`config.mk`:
```
export PLATFORM = sky130hd
export DESIGN_NAME = climb_scroll
export DESIGN_NICKNAME = d
export VERILOG_FILES = /design/src/rtl/climber_pkg.sv /design/src/rtl/climb_delta.sv /design/src/rtl/climb_scroll.sv
export SDC_FILE = /design/constraint.sdc
export NUM_CORES = 1
export LEC_CHECK = 0
export CELL_PAD_IN_SITES_DETAIL_PLACEMENT = 1
export CELL_PAD_IN_SITES_GLOBAL_PLACEMENT = 1
export CORE_ASPECT_RATIO = 2
export CORE_MARGIN = 2
export CORE_UTILIZATION = 30
export CTS_BUF_LIST = sky130_fd_sc_hd__clkbuf_16
export DETAILED_ROUTE_END_ITERATION = 6
export MAX_ROUTING_LAYER = met4
export PLACE_DENSITY = 0.61
export SLEW_MARGIN = 40
export SYNTH_ARGS = -nofsm -noshare
export SYNTH_HDL_FRONTEND = slang
export SYNTH_SLANG_ARGS = --single-unit
```
`constraint.sdc`:
```
create_clock -name clockin -period 12.7 [get_ports clockin]
set_input_delay 3.81 -clock clockin [delete_from_list [all_inputs] [get_ports clockin]]
set_output_delay 3.81 -clock clockin [all_outputs]
set_load 0.01 [all_outputs]
```
`src/rtl/climber_pkg.sv`:
```
// Shared definitions for the climber pipeline: game state encoding, info-bus
// field offsets and the default height-counter width.
//
// Info bus layout (69 bits, MSB first):
//   {gamereset, hcount[10:0], vcount[9:0], hsync, vsync, blank,
//    hand1x[10:0], hand1y[9:0], hand2x[10:0], hand2y[9:0], grab2, grab1}
package climber_pkg;

  localparam int unsigned HEIGHT_W_DEFAULT = 16;

  localparam int unsigned INFO_W         = 69;
  localparam int unsigned Y_W            = 10;
  localparam int unsigned INFO_GRAB1     = 0;
  localparam int unsigned INFO_GRAB2     = 1;
  localparam int unsigned INFO_HAND2Y    = 2;   // lsb of hand2y[9:0]
  localparam int unsigned INFO_HAND1Y    = 23;  // lsb of hand1y[9:0]
  localparam int unsigned INFO_VSYNC     = 45;
  localparam int unsigned INFO_GAMERESET = 68;

  typedef enum logic [1:0] {
    StIdle  = 2'd0,
    StClimb = 2'd1,
    StFall  = 2'd2,
    StWin   = 2'd3
  } climb_state_e;

endpackage

```
`src/rtl/climb_delta.sv`:
```
// Combinational per-frame climb computation.
// A hand contributes its vertical delta only if it is grabbed now and was
// grabbed on the previous frame. Valid deltas are averaged (floor), then the
// result is clamped to +/-MAX_STEP.
//
// Ports:
//   g1, g2     grab flags this frame
//   pg1, pg2   grab flags previous frame
//   y1, y2     hand y this frame
//   py1, py2   hand y previous frame
//   climb      signed clamped climb delta (positive = climber rises)
module climb_delta
  import climber_pkg::*;
#(
  parameter int unsigned MAX_STEP = 32
) (
  input  logic                  g1,
  input  logic                  g2,
  input  logic                  pg1,
  input  logic                  pg2,
  input  logic [Y_W-1:0]        y1,
  input  logic [Y_W-1:0]        y2,
  input  logic [Y_W-1:0]        py1,
  input  logic [Y_W-1:0]        py2,
  output logic signed [Y_W:0]   climb
);

  localparam logic signed [Y_W:0] StepMax = (Y_W + 1)'(MAX_STEP);
  localparam logic signed [Y_W:0] StepMin = -StepMax;

  logic                  v1, v2;
  logic signed [Y_W:0]   d1, d2, avg, raw;
  logic signed [Y_W+1:0] sum;
  logic                  unused_sum_lsb;

  assign v1 = g1 & pg1;
  assign v2 = g2 & pg2;

  assign d1 = v1 ? $signed({1'b0, y1}) - $signed({1'b0, py1}) : '0;
  assign d2 = v2 ? $signed({1'b0, y2}) - $signed({1'b0, py2}) : '0;

  // Dropping the lsb of the sign-extended sum is an arithmetic shift (floor).
  assign sum            = {d1[Y_W], d1} + {d2[Y_W], d2};
  assign avg            = sum[Y_W+1:1];
  assign unused_sum_lsb = sum[0];

  always_comb begin
    raw = '0;
    if (v1 && v2) begin
      raw = avg;
    end else if (v1) begin
      raw = d1;
    end else if (v2) begin
      raw = d2;
    end

    climb = raw;
    if (raw > StepMax) begin
      climb = StepMax;
    end else if (raw < StepMin) begin
      climb = StepMin;
    end
  end

endmodule

```
`src/rtl/climb_scroll.sv`:
```
// Climb/scroll stage downstream of the grab detector. Once per frame (vsync
// rising edge) converts grabbed-hand motion into climber height and runs the
// IDLE/CLIMB/FALL/WIN game FSM. Info bus and exists flag pass through with one
// clock of latency.
//
// Ports:
//   clockin     pixel clock
//   reset       asynchronous active-low reset
//   infoin      69-bit info bus (see climber_pkg)
//   existsin    pixel-is-hold flag
//   infout      infoin delayed one clock
//   existsout   existsin delayed one clock
//   clockout    clockin passed straight through
//   scroll      climber height / wall offset
//   height_max  best height this game
//   state       0 IDLE, 1 CLIMB, 2 FALL, 3 WIN
//   frame_tick  one-cycle pulse when a frame's results are valid
//
// Optional: define CLIMB_STAMINA_EN to force a fall after STAMINA_FRAMES
// CLIMB frames without upward progress, followed by a grab lockout until both
// hands are seen released.
module climb_scroll
  import climber_pkg::*;
#(
  parameter int unsigned HEIGHT_W       = HEIGHT_W_DEFAULT,
  parameter int unsigned MAX_STEP       = 32,
  parameter int unsigned GRAVITY        = 1,
  parameter int unsigned VMAX           = 24,
  parameter int unsigned NOGRAB_FRAMES  = 4,
  parameter int unsigned TOP_HEIGHT     = 4000,
  parameter int unsigned STAMINA_FRAMES = 300
) (
  input  logic                clockin,
  input  logic                reset,
  input  logic [INFO_W-1:0]   infoin,
  input  logic                existsin,
  output logic [INFO_W-1:0]   infout,
  output logic                existsout,
  output logic                clockout,
  output logic [HEIGHT_W-1:0] scroll,
  output logic [HEIGHT_W-1:0] height_max,
  output logic [1:0]          state,
  output logic                frame_tick
);

  localparam int unsigned NG_W  = $clog2(NOGRAB_FRAMES + 1);
  localparam int unsigned VEL_W = $clog2(VMAX + GRAVITY + 1);

  climb_state_e          state_q, state_d;
  logic [HEIGHT_W-1:0]   scroll_q, scroll_d;
  logic [HEIGHT_W-1:0]   hmax_q, hmax_d;
  logic [VEL_W-1:0]      vel_q, vel_d;
  logic [NG_W-1:0]       nograb_q, nograb_d;
  logic [Y_W-1:0]        py1_q, py1_d, py2_q, py2_d;
  logic                  pg1_q, pg1_d, pg2_q, pg2_d;
  logic                  vsync_q;
  logic                  tick_q, tick_d;

  logic                  vsync, tick, gamereset;
  logic                  g1, g2, any_grab, force_fall;
  logic [Y_W-1:0]        y1, y2;
  logic signed [Y_W:0]   climb;
  logic signed [HEIGHT_W+1:0] climb_sum;
  logic [HEIGHT_W-1:0]   climb_scroll_sat, fall_scroll_sat;
  logic [VEL_W-1:0]      vel_sum, vel_next;
  logic [NG_W-1:0]       nograb_inc;

  assign clockout  = clockin;
  assign vsync     = infoin[INFO_VSYNC];
  assign gamereset = infoin[INFO_GAMERESET];
  assign tick      = vsync & ~vsync_q;
  assign y1        = infoin[INFO_HAND1Y +: Y_W];
  assign y2        = infoin[INFO_HAND2Y +: Y_W];

`ifdef CLIMB_STAMINA_EN
  localparam int unsigned ST_W = $clog2(STAMINA_FRAMES + 1);
  logic [ST_W-1:0] stam_q, stam_d;
  logic            lock_q, lock_d;
  // While locked out after a stamina release, grabs are invisible to the FSM.
  assign g1 = infoin[INFO_GRAB1] & ~lock_q;
  assign g2 = infoin[INFO_GRAB2] & ~lock_q;
`else
  localparam int unsigned UnusedStaminaFrames = STAMINA_FRAMES;
  assign g1 = infoin[INFO_GRAB1];
  assign g2 = infoin[INFO_GRAB2];
`endif

  assign any_grab = g1 | g2;

  climb_delta #(
    .MAX_STEP (MAX_STEP)
  ) u_climb_delta (
    .g1    (g1),
    .g2    (g2),
    .pg1   (pg1_q),
    .pg2   (pg2_q),
    .y1    (y1),
    .y2    (y2),
    .py1   (py1_q),
    .py2   (py2_q),
    .climb (climb)
  );

  // Saturating scroll arithmetic; the two guard bits catch under/overflow.
  always_comb begin
    climb_sum = $signed({2'b00, scroll_q}) + (HEIGHT_W + 2)'(climb);
    if (climb_sum[HEIGHT_W+1]) begin
      climb_scroll_sat = '0;
    end else if (climb_sum[HEIGHT_W]) begin
      climb_scroll_sat = '1;
    end else begin
      climb_scroll_sat = climb_sum[HEIGHT_W-1:0];
    end

    vel_sum  = vel_q + VEL_W'(GRAVITY);
    vel_next = (vel_sum > VEL_W'(VMAX)) ? VEL_W'(VMAX) : vel_sum;
    if (HEIGHT_W'(vel_next) >= scroll_q) begin
      fall_scroll_sat = '0;
    end else begin
      fall_scroll_sat = scroll_q - HEIGHT_W'(vel_next);
    end

    nograb_inc = nograb_q + NG_W'(1);
  end

  always_comb begin
    state_d    = state_q;
    scroll_d   = scroll_q;
    hmax_d     = hmax_q;
    vel_d      = vel_q;
    nograb_d   = nograb_q;
    py1_d      = py1_q;
    py2_d      = py2_q;
    pg1_d      = pg1_q;
    pg2_d      = pg2_q;
    tick_d     = 1'b0;
    force_fall = 1'b0;
`ifdef CLIMB_STAMINA_EN
    stam_d     = stam_q;
    lock_d     = lock_q;
`endif

    if (gamereset) begin
      state_d  = StIdle;
      scroll_d = '0;
      hmax_d   = '0;
      vel_d    = '0;
      nograb_d = '0;
`ifdef CLIMB_STAMINA_EN
      stam_d   = '0;
      lock_d   = 1'b0;
`endif
    end else if (tick) begin
      tick_d = 1'b1;
      py1_d  = y1;
      py2_d  = y2;
      pg1_d  = g1;
      pg2_d  = g2;
`ifdef CLIMB_STAMINA_EN
      if (!infoin[INFO_GRAB1] && !infoin[INFO_GRAB2]) begin
        lock_d = 1'b0;
      end
`endif

      unique case (state_q)
        StIdle: begin
          scroll_d = '0;
          nograb_d = '0;
          if (any_grab) begin
            state_d = StClimb;
          end
        end

        StClimb: begin
          scroll_d = climb_scroll_sat;
          nograb_d = any_grab ? '0 : nograb_inc;
          if (!any_grab && (nograb_inc == NG_W'(NOGRAB_FRAMES))) begin
            force_fall = 1'b1;
          end
`ifdef CLIMB_STAMINA_EN
          stam_d = (climb > 0) ? '0 : stam_q + ST_W'(1);
          if ((climb <= 0) && (stam_q + ST_W'(1) == ST_W'(STAMINA_FRAMES))) begin
            force_fall = 1'b1;
            lock_d     = 1'b1;
          end
`endif
          if (climb_scroll_sat >= HEIGHT_W'(TOP_HEIGHT)) begin
            state_d = StWin;
          end else if (force_fall) begin
            state_d  = StFall;
            vel_d    = '0;
            nograb_d = '0;
`ifdef CLIMB_STAMINA_EN
            stam_d   = '0;
`endif
          end
        end

        StFall: begin
          if (any_grab) begin
            // Re-grab catches the climber in place.
            state_d  = StClimb;
            vel_d    = '0;
            nograb_d = '0;
          end else begin
            vel_d    = vel_next;
            scroll_d = fall_scroll_sat;
            if (fall_scroll_sat == '0) begin
              state_d = StIdle;
            end
          end
        end

        StWin: begin
          scroll_d = scroll_q;
        end

        default: begin
          state_d = StIdle;
        end
      endcase

      if (scroll_d > hmax_q) begin
        hmax_d = scroll_d;
      end
    end
  end

  always_ff @(posedge clockin or negedge reset) begin
    if (!reset) begin
      state_q  <= StIdle;
      scroll_q <= '0;
      hmax_q   <= '0;
      vel_q    <= '0;
      nograb_q <= '0;
      py1_q    <= '0;
      py2_q    <= '0;
      pg1_q    <= 1'b0;
      pg2_q    <= 1'b0;
      tick_q   <= 1'b0;
      // Held high so a vsync already high at release does not count as an edge.
      vsync_q  <= 1'b1;
    end else begin
      state_q  <= state_d;
      scroll_q <= scroll_d;
      hmax_q   <= hmax_d;
      vel_q    <= vel_d;
      nograb_q <= nograb_d;
      py1_q    <= py1_d;
      py2_q    <= py2_d;
      pg1_q    <= pg1_d;
      pg2_q    <= pg2_d;
      tick_q   <= tick_d;
      vsync_q  <= vsync;
    end
  end

`ifdef CLIMB_STAMINA_EN
  always_ff @(posedge clockin or negedge reset) begin
    if (!reset) begin
      stam_q <= '0;
      lock_q <= 1'b0;
    end else begin
      stam_q <= stam_d;
      lock_q <= lock_d;
    end
  end
`endif

  always_ff @(posedge clockin or negedge reset) begin
    if (!reset) begin
      infout    <= '0;
      existsout <= 1'b0;
    end else begin
      infout    <= infoin;
      existsout <= existsin;
    end
  end

  assign scroll     = scroll_q;
  assign height_max = hmax_q;
  assign state      = state_q;
  assign frame_tick = tick_q;

endmodule

```
==> impl_metrics.env <==
export IMPL_first_pass_iters=4
export IMPL_yosys_register_bits=136
export IMPL_wl_per_cell_um=20.04
export IMPL_synth_edf_count=0
export IMPL_drive_gt1_share_pct=12.60
export IMPL_place_area_sq_um=11210
export IMPL_io_pins=178
export IMPL_diodes=0
export IMPL_synth_fp_nets=1078
export IMPL_setup_viol=0
export IMPL_dp_hpwl_um=24960
export IMPL_worstSetupEndpointType="flip-flop"
export IMPL_critPathArrivalTime_ps=12550
export IMPL_netlist_area_sq_um=8616
export IMPL_worstPathRequired_ps=13140
export IMPL_io_buffers=177
export IMPL_dp_slack_ps=-64.41
export IMPL_netlist_instances=924
export IMPL_ys_flop_type="dfrtp_1"
export IMPL_start_util_pct=30.56
export IMPL_final_setup_skew_ps=7.930
export IMPL_num_rows=87
export IMPL_dr_total_vias=8083
export IMPL_final_common_cell="clkdlybuf4s50_1"
export IMPL_ant_nets=0
export IMPL_finalCritPeriodShare_pct=95.38
export IMPL_die_w_um=123.8
export IMPL_final_nets=1316
export IMPL_cts_tree="built"
export IMPL_power_leakage_nw=5.179
export IMPL_clk_latency_ps=560
export IMPL_crit_path_max_fanout=6
export IMPL_grt_pass1_vias=9011
export IMPL_final_area_sq_um=11910
export IMPL_synth_cell_type_count=91
export IMPL_grt_use_total_pct=21.88
export IMPL_grt_util_met2_pct=43.86
export IMPL_grt_start_max_net_pins=72
export IMPL_seq_area_sq_um=3405
export IMPL_die_h_um=243.7
export IMPL_ir_worst_vdd_v=0.00008531
export IMPL_hold_buffers=0
export IMPL_period_needed_ps=12110
export IMPL_grt_busiest_layer="met2"
export IMPL_path_common_cell="o21a_1"
export IMPL_core_region_area_sq_um=28190
export IMPL_cp_slowest_cell="clkdlybuf4s50_1"
export IMPL_drt_vias_per_instance=5.280
export IMPL_final_cell_mix="clkdlybuf4s50_1 (176), dfrtp_1 (135), nand2_1 (78), o21ai_0 (76), nor2_1 (76)"
export IMPL_cap_violations=0
export IMPL_tightest_slew_ps=700.6
export IMPL_grt_setup_unrepaired="no"
export IMPL_grt_util_met1_pct=18.41
export IMPL_yosys_warnings=0
export IMPL_powerDensity_nw_per_um2=126.4
export IMPL_drv_slew=0
export IMPL_antenna_found_initial=0
export IMPL_min_from="nograb_q[0]$_DFFE_PN0P_"
export IMPL_outcome="complete, no violations"
export IMPL_worst_slack_ps=587.1
export IMPL_hold_viol_final=0
export IMPL_finalCoreUtilization_pct=42.23
export IMPL_grt_pass1_wl_um=48330
export IMPL_use_met3_pct=3.769
export IMPL_async_flop_share_pct=100.0
export IMPL_yosysSeqAreaShare_pct=39.51
export IMPL_hold_class="reg -> reg"
export IMPL_gp_congestion=0.9834
export IMPL_total_power_w=0.001505
export IMPL_multiInputGateArea_sq_um=4901
export IMPL_fillCellCount=3240
export IMPL_die_area_sq_um=30170
export IMPL_crit_type="in -> reg"
export IMPL_crit_path_start_kind="primary input"
export IMPL_r2r_start="py2_q[0]$_DFFE_PN0P_"
export IMPL_drc_errors=0
export IMPL_drt_total_wl_um=30690
export IMPL_relSlewSlack_pct=53.15
export IMPL_avgSynthCellArea_sq_um=9.324
export IMPL_path_clk_slew_ps=60
export IMPL_fin_setup_tns_ps=0
export IMPL_grt_remaining_overflow=0
export IMPL_areaGrowthSynthToFinish_pct=38.19
export IMPL_slowest_delay_ps=450
export IMPL_max_freq_ghz=0.08256
export IMPL_cp_startpoint="infoin[2]"
export IMPL_drt_iter0_markers=282
==> area by class of cell <==
type	count	share of cell area (%)
multi-input cells	698	41.16
flip-flops and latches	136	28.59
clock buffers	21	4.288
inverters	63	1.986
well taps	356	3.741
clock inverters	15	1.198
repair buffers	242	19.03
==> path summary, 6_finish.rpt <==
path | end | slack, ps | depth (start not counted)
max | height_max[6]$_DFFE_PN0P_ | 590 | 41
min | nograb_q[0]$_DFFE_PN0P_ | 510 | 1
max reg2reg | height_max[6]$_DFFE_PN0P_ | 4020 | 39
min reg2reg | nograb_q[0]$_DFFE_PN0P_ | 510 | 1
max in group asynchronous | scroll[3]$_DFFE_PN0N_ | 8410 | 2
min in group asynchronous | infout[10]$_DFF_PN0_ | 3250 | 1
==> logic make-up after synthesis <==
group / after synthesis / synth area share, %
mux: 12 / 1.481
flops: 136 / 39.52
xor+xnor: 33 / 3.355
fa+ha+maj: 82 / 12.34
compound gates: 289 / 22.67
buf+inv: 90 / 4.095
simple gates: 282 / 16.54
==> power breakdown <==
group | internal, W | leakage, nW | switching [W]
clock | 0.000318 | 0.310 | 0.000220
combinational | 0.000213 | 3.17 | 0.000286
sequential | 0.000457 | 1.69 | 0.00000997
total | 0.000989 | 5.18 | 0.000516
==> worst max-delay path: cells and delay by family <==
kind,cells,cell delay (ps)
buffers and inverters,4,790
AO/OA/AOI/OAI,19,3740
adder cells (fa/ha/maj),7,2230
AND/OR/NAND/NOR,10,1830
XOR/XNOR,1,100
==> repair_timing <==
| item | in CTS | in global routing |
|---|---|---|
| gates resized for setup | 0 | 13 |
| endpoints found under the setup margin | 0 | 16 |
| buffers inserted | 0 | 1 |
==> state kept, by name, summed over array words and instances (netlist names) <==
name and cells:
infout 69, height_max 16, scroll 16, py1_q 10, py2_q 10, vel_q 5
nograb_q 3, state 2, existsout 1, frame_tick 1, pg1_q 1, pg2_q 1
vsync_q 1
==> routing by layer <==
layer / wire [um] / vias up
met3: 665 / 67
li1: - / 3822
met1: 9975 / 4045
met2: 18700 / 149
met5: 0 / -
met4: 1351 / 0
==> Yosys cell counts, types with 4 or more instances <==
cell type | count | area, sq um
dfrtp_1 | 135 | 3378
inv_1 | 63 | 236.5
xor2_1 | 13 | 113.9
a21o_1 | 14 | 105.1
nand4b_1 | 5 | 43.79
o211ai_1 | 8 | 60.06
nor2_1 | 78 | 292.8
mux2i_1 | 6 | 60.06
nor3_1 | 20 | 100.1
o221ai_1 | 5 | 43.79
or3_1 | 8 | 50.05
nand2b_1 | 11 | 68.82
and3_1 | 8 | 50.05
o21ai_1 | 19 | 95.09
a31oi_1 | 11 | 68.82
o21bai_1 | 6 | 45.04
nand4_1 | 8 | 50.05
o22ai_1 | 4 | 25.02
nor3b_1 | 5 | 37.54
clkbuf_1 | 21 | 78.83
o21a_1 | 10 | 75.07
nand3_1 | 13 | 65.06
xnor2_1 | 20 | 175.2
mux2_2 | 5 | 56.30
fa_1 | 5 | 100.1
nor2b_1 | 15 | 93.84
a21oi_1 | 59 | 295.3
nor4_1 | 5 | 31.28
and2_1 | 7 | 43.79
ha_1 | 77 | 963.4
a211oi_1 | 9 | 67.56
nand2_1 | 78 | 292.8
a22o_1 | 16 | 140.1
o21ai_0 | 76 | 380.4
==> through the flow <==
step / hold WS [ps] / std cells
after floorplan: 463.2 / 924
after global placement: 489.4 / 1495
after detailed placement: 492.9 / 1495
after CTS: 508.2 / 1530
after global routing: 530.7 / 1531
final: 506.3 / 1531
(Power assumes the default switching activity.)
==> RTL edit (config.mk and constraints unchanged) <==
The parameter `VMAX` goes from 24 to 48.
--- a/src/rtl/climb_scroll.sv
+++ b/src/rtl/climb_scroll.sv
@@ -25,7 +25,7 @@
   parameter int unsigned HEIGHT_W       = HEIGHT_W_DEFAULT,
   parameter int unsigned MAX_STEP       = 32,
   parameter int unsigned GRAVITY        = 1,
-  parameter int unsigned VMAX           = 24,
+  parameter int unsigned VMAX           = 48,
   parameter int unsigned NOGRAB_FRAMES  = 4,
   parameter int unsigned TOP_HEIGHT     = 4000,
   parameter int unsigned STAMINA_FRAMES = 300
Check against the original RTL: same outputs for any inputs over 4 cycles, from zero or initial values and one cycle with reset low; that may be too few to reach the edited logic, so the function may still have changed.
==> RTL edit against the unedited design <==
  * Area after synthesis increased by 8.7%
  * Total power increased by 7.4%
  * Sequential cell count increased by 1
  * Global-route usage increased by 0.89 points
  * Largest cell class unchanged
  * First-iteration DRC count decreased by 21%
  * Worst setup slack got worse by 150 ps
  * Highest routed layer unchanged
  * Design area increased by 12%
  * Synthesized cell count increased by 13%
  * Wire length increased by 16%
  * Die area increased by 8.5%
  * Count of clock-buffer cells in the layout unchanged
==> RTL edit: results (changes against the unedited design) <==
Worst setup path
  • Critical Path Start: infoin[3] (was infoin[2])
  • Reg2reg end: height_max[8] (was height_max[6])
  • R2R setup slack: 3760 ps (was 4020 ps)
  • WP data arrival: 12700 ps (was 12550 ps)
  • Critical path peak fanout: 6 (unchanged)
  • CP max stage delay: 530 ps (was 450 ps)
  • Critical Path Sink: height_max[8] (was height_max[6])
  • Reg2Reg Depth: 43 (was 39)

Cells and area
  • Share of layout cells above drive strength 1: 17.7% (was 12.6%)
  • Fillers: 3621 (was 3240)

Routing
  • Routed len/inst: 20.4 µm (was 20.0 µm)
  • Via/cell ratio: 5.44 (was 5.28)
  • Drt initial violations: 222 (was 282)

Power
  • VDD IR max: 0.0947 mV (was 0.0853 mV)
  • Leakage: 5.86 nW (was 5.18 nW)

Timing
  • Slew at the pin with the worst max-slew slack: 766 ps (was 701 ps)
  • Worst Hold Margin: 507 ps (was 506 ps)

Logic synthesis
  • Register area share after synthesis: 36.6% (was 39.5%)
  • Synth area leaders: dfrtp_1, ha_1, nand2_1, inv_1, o21ai_0 (was dfrtp_1, ha_1, o21ai_0, a21oi_1, nand2_1)
  • Synth top cells by count: dfrtp_1, nand2_1, ha_1 (was dfrtp_1, nand2_1, nor2_1)
  • Syn Nets: 1200 (was 1078)
  • Unique masters post-synth: 85 (was 91)

Hold path
  • Endpoint of the worst hold-timing path: height_max[10] (was nograb_q[0])
  • Min-delay src: height_max[10] (was nograb_q[0])
  • Hold path cells: 2 (was 1)

Outcome
  • Status: complete, no violations (unchanged)

GRT
  • Pin count of the biggest net entering global routing: 94 (was 72)
  • GRT Total Usage: 22.8% (was 21.9%)
  • Vias in the first global route: 10.2k (was 9011)
  • First-pass GRT wire length: 54700 µm (was 48300 µm)

Placement
  • Gpl congestion: 0.912 (was 0.983)
  • Post-DP HPWL: 29000 µm (was 25000 µm)
  • Placed cell area: 12600 µm² (was 11200 µm²)

Clocking
  • Skew-Pair Late Insertion Delay: 580 ps (was 560 ps)
==> RTL edit: cell types whose count changed after synthesis, sizes merged, moves of 11 or more <==
cell | unedited run | this run
o22ai | 4 | 15
inv | 63 | 75
nor3 | 22 | 41
o21ai | 98 | 71
nand3 | 13 | 28
a21oi | 61 | 50
nand2 | 78 | 102
o31ai | 3 | 35
nor2 | 79 | 61
==> RTL edit: area by class of cell <==
class,instances,area [µm²],share of cell area [%]
clock inverters,15,141,1.06
flip-flops and latches,137,3430,25.6
multi-input cells,794,5630,42.1
well taps,372,465,3.48
inverters,77,289,2.16
repair buffers,324,2910,21.7
clock buffers,21,510,3.82
==> RTL edit: stage by stage <==
| stage | worst slack (ps) | instances |
|---|---|---|
| after floorplan | 281 | 1045 |
| after global placement | -237 | 1702 |
| after detailed placement | -550 | 1702 |
| after CTS | 39.8 | 1737 |
| after global routing | -9.74 | 1740 |
| final | 440 | 1740 |
==> RTL edit: cell families after synthesis <==
logic type | share of synthesized area [%]
mux | 1.02
simple gates | 17.4
compound gates | 25.4
buf+inv | 4.90
xor+xnor | 3.18
fa+ha+maj | 11.5
flops | 36.6
==> RTL edit: per-layer routing <==
layer,GRT usage [%],vias to the layer above,routed length [µm],share of wire [%]
met4,14.2,0,2380,6.7
met1,19.6,4673,11400,32
li1,-,4467,-,-
met5,-,-,0,0
met2,44.0,199,20900,59
met3,3.94,124,815,2.3
==> RTL edit: report_power, final <==
part / internal [W] / leakage (nW) / switching (W) / total, W
clock network: 0.000317 / 0.312 / 0.000228 / 0.000545
registers: 0.000461 / 1.71 / 0.00000880 / 0.000469
logic: 0.000272 / 3.84 / 0.000330 / 0.000603
total: 0.00105 / 5.86 / 0.000567 / 0.00162
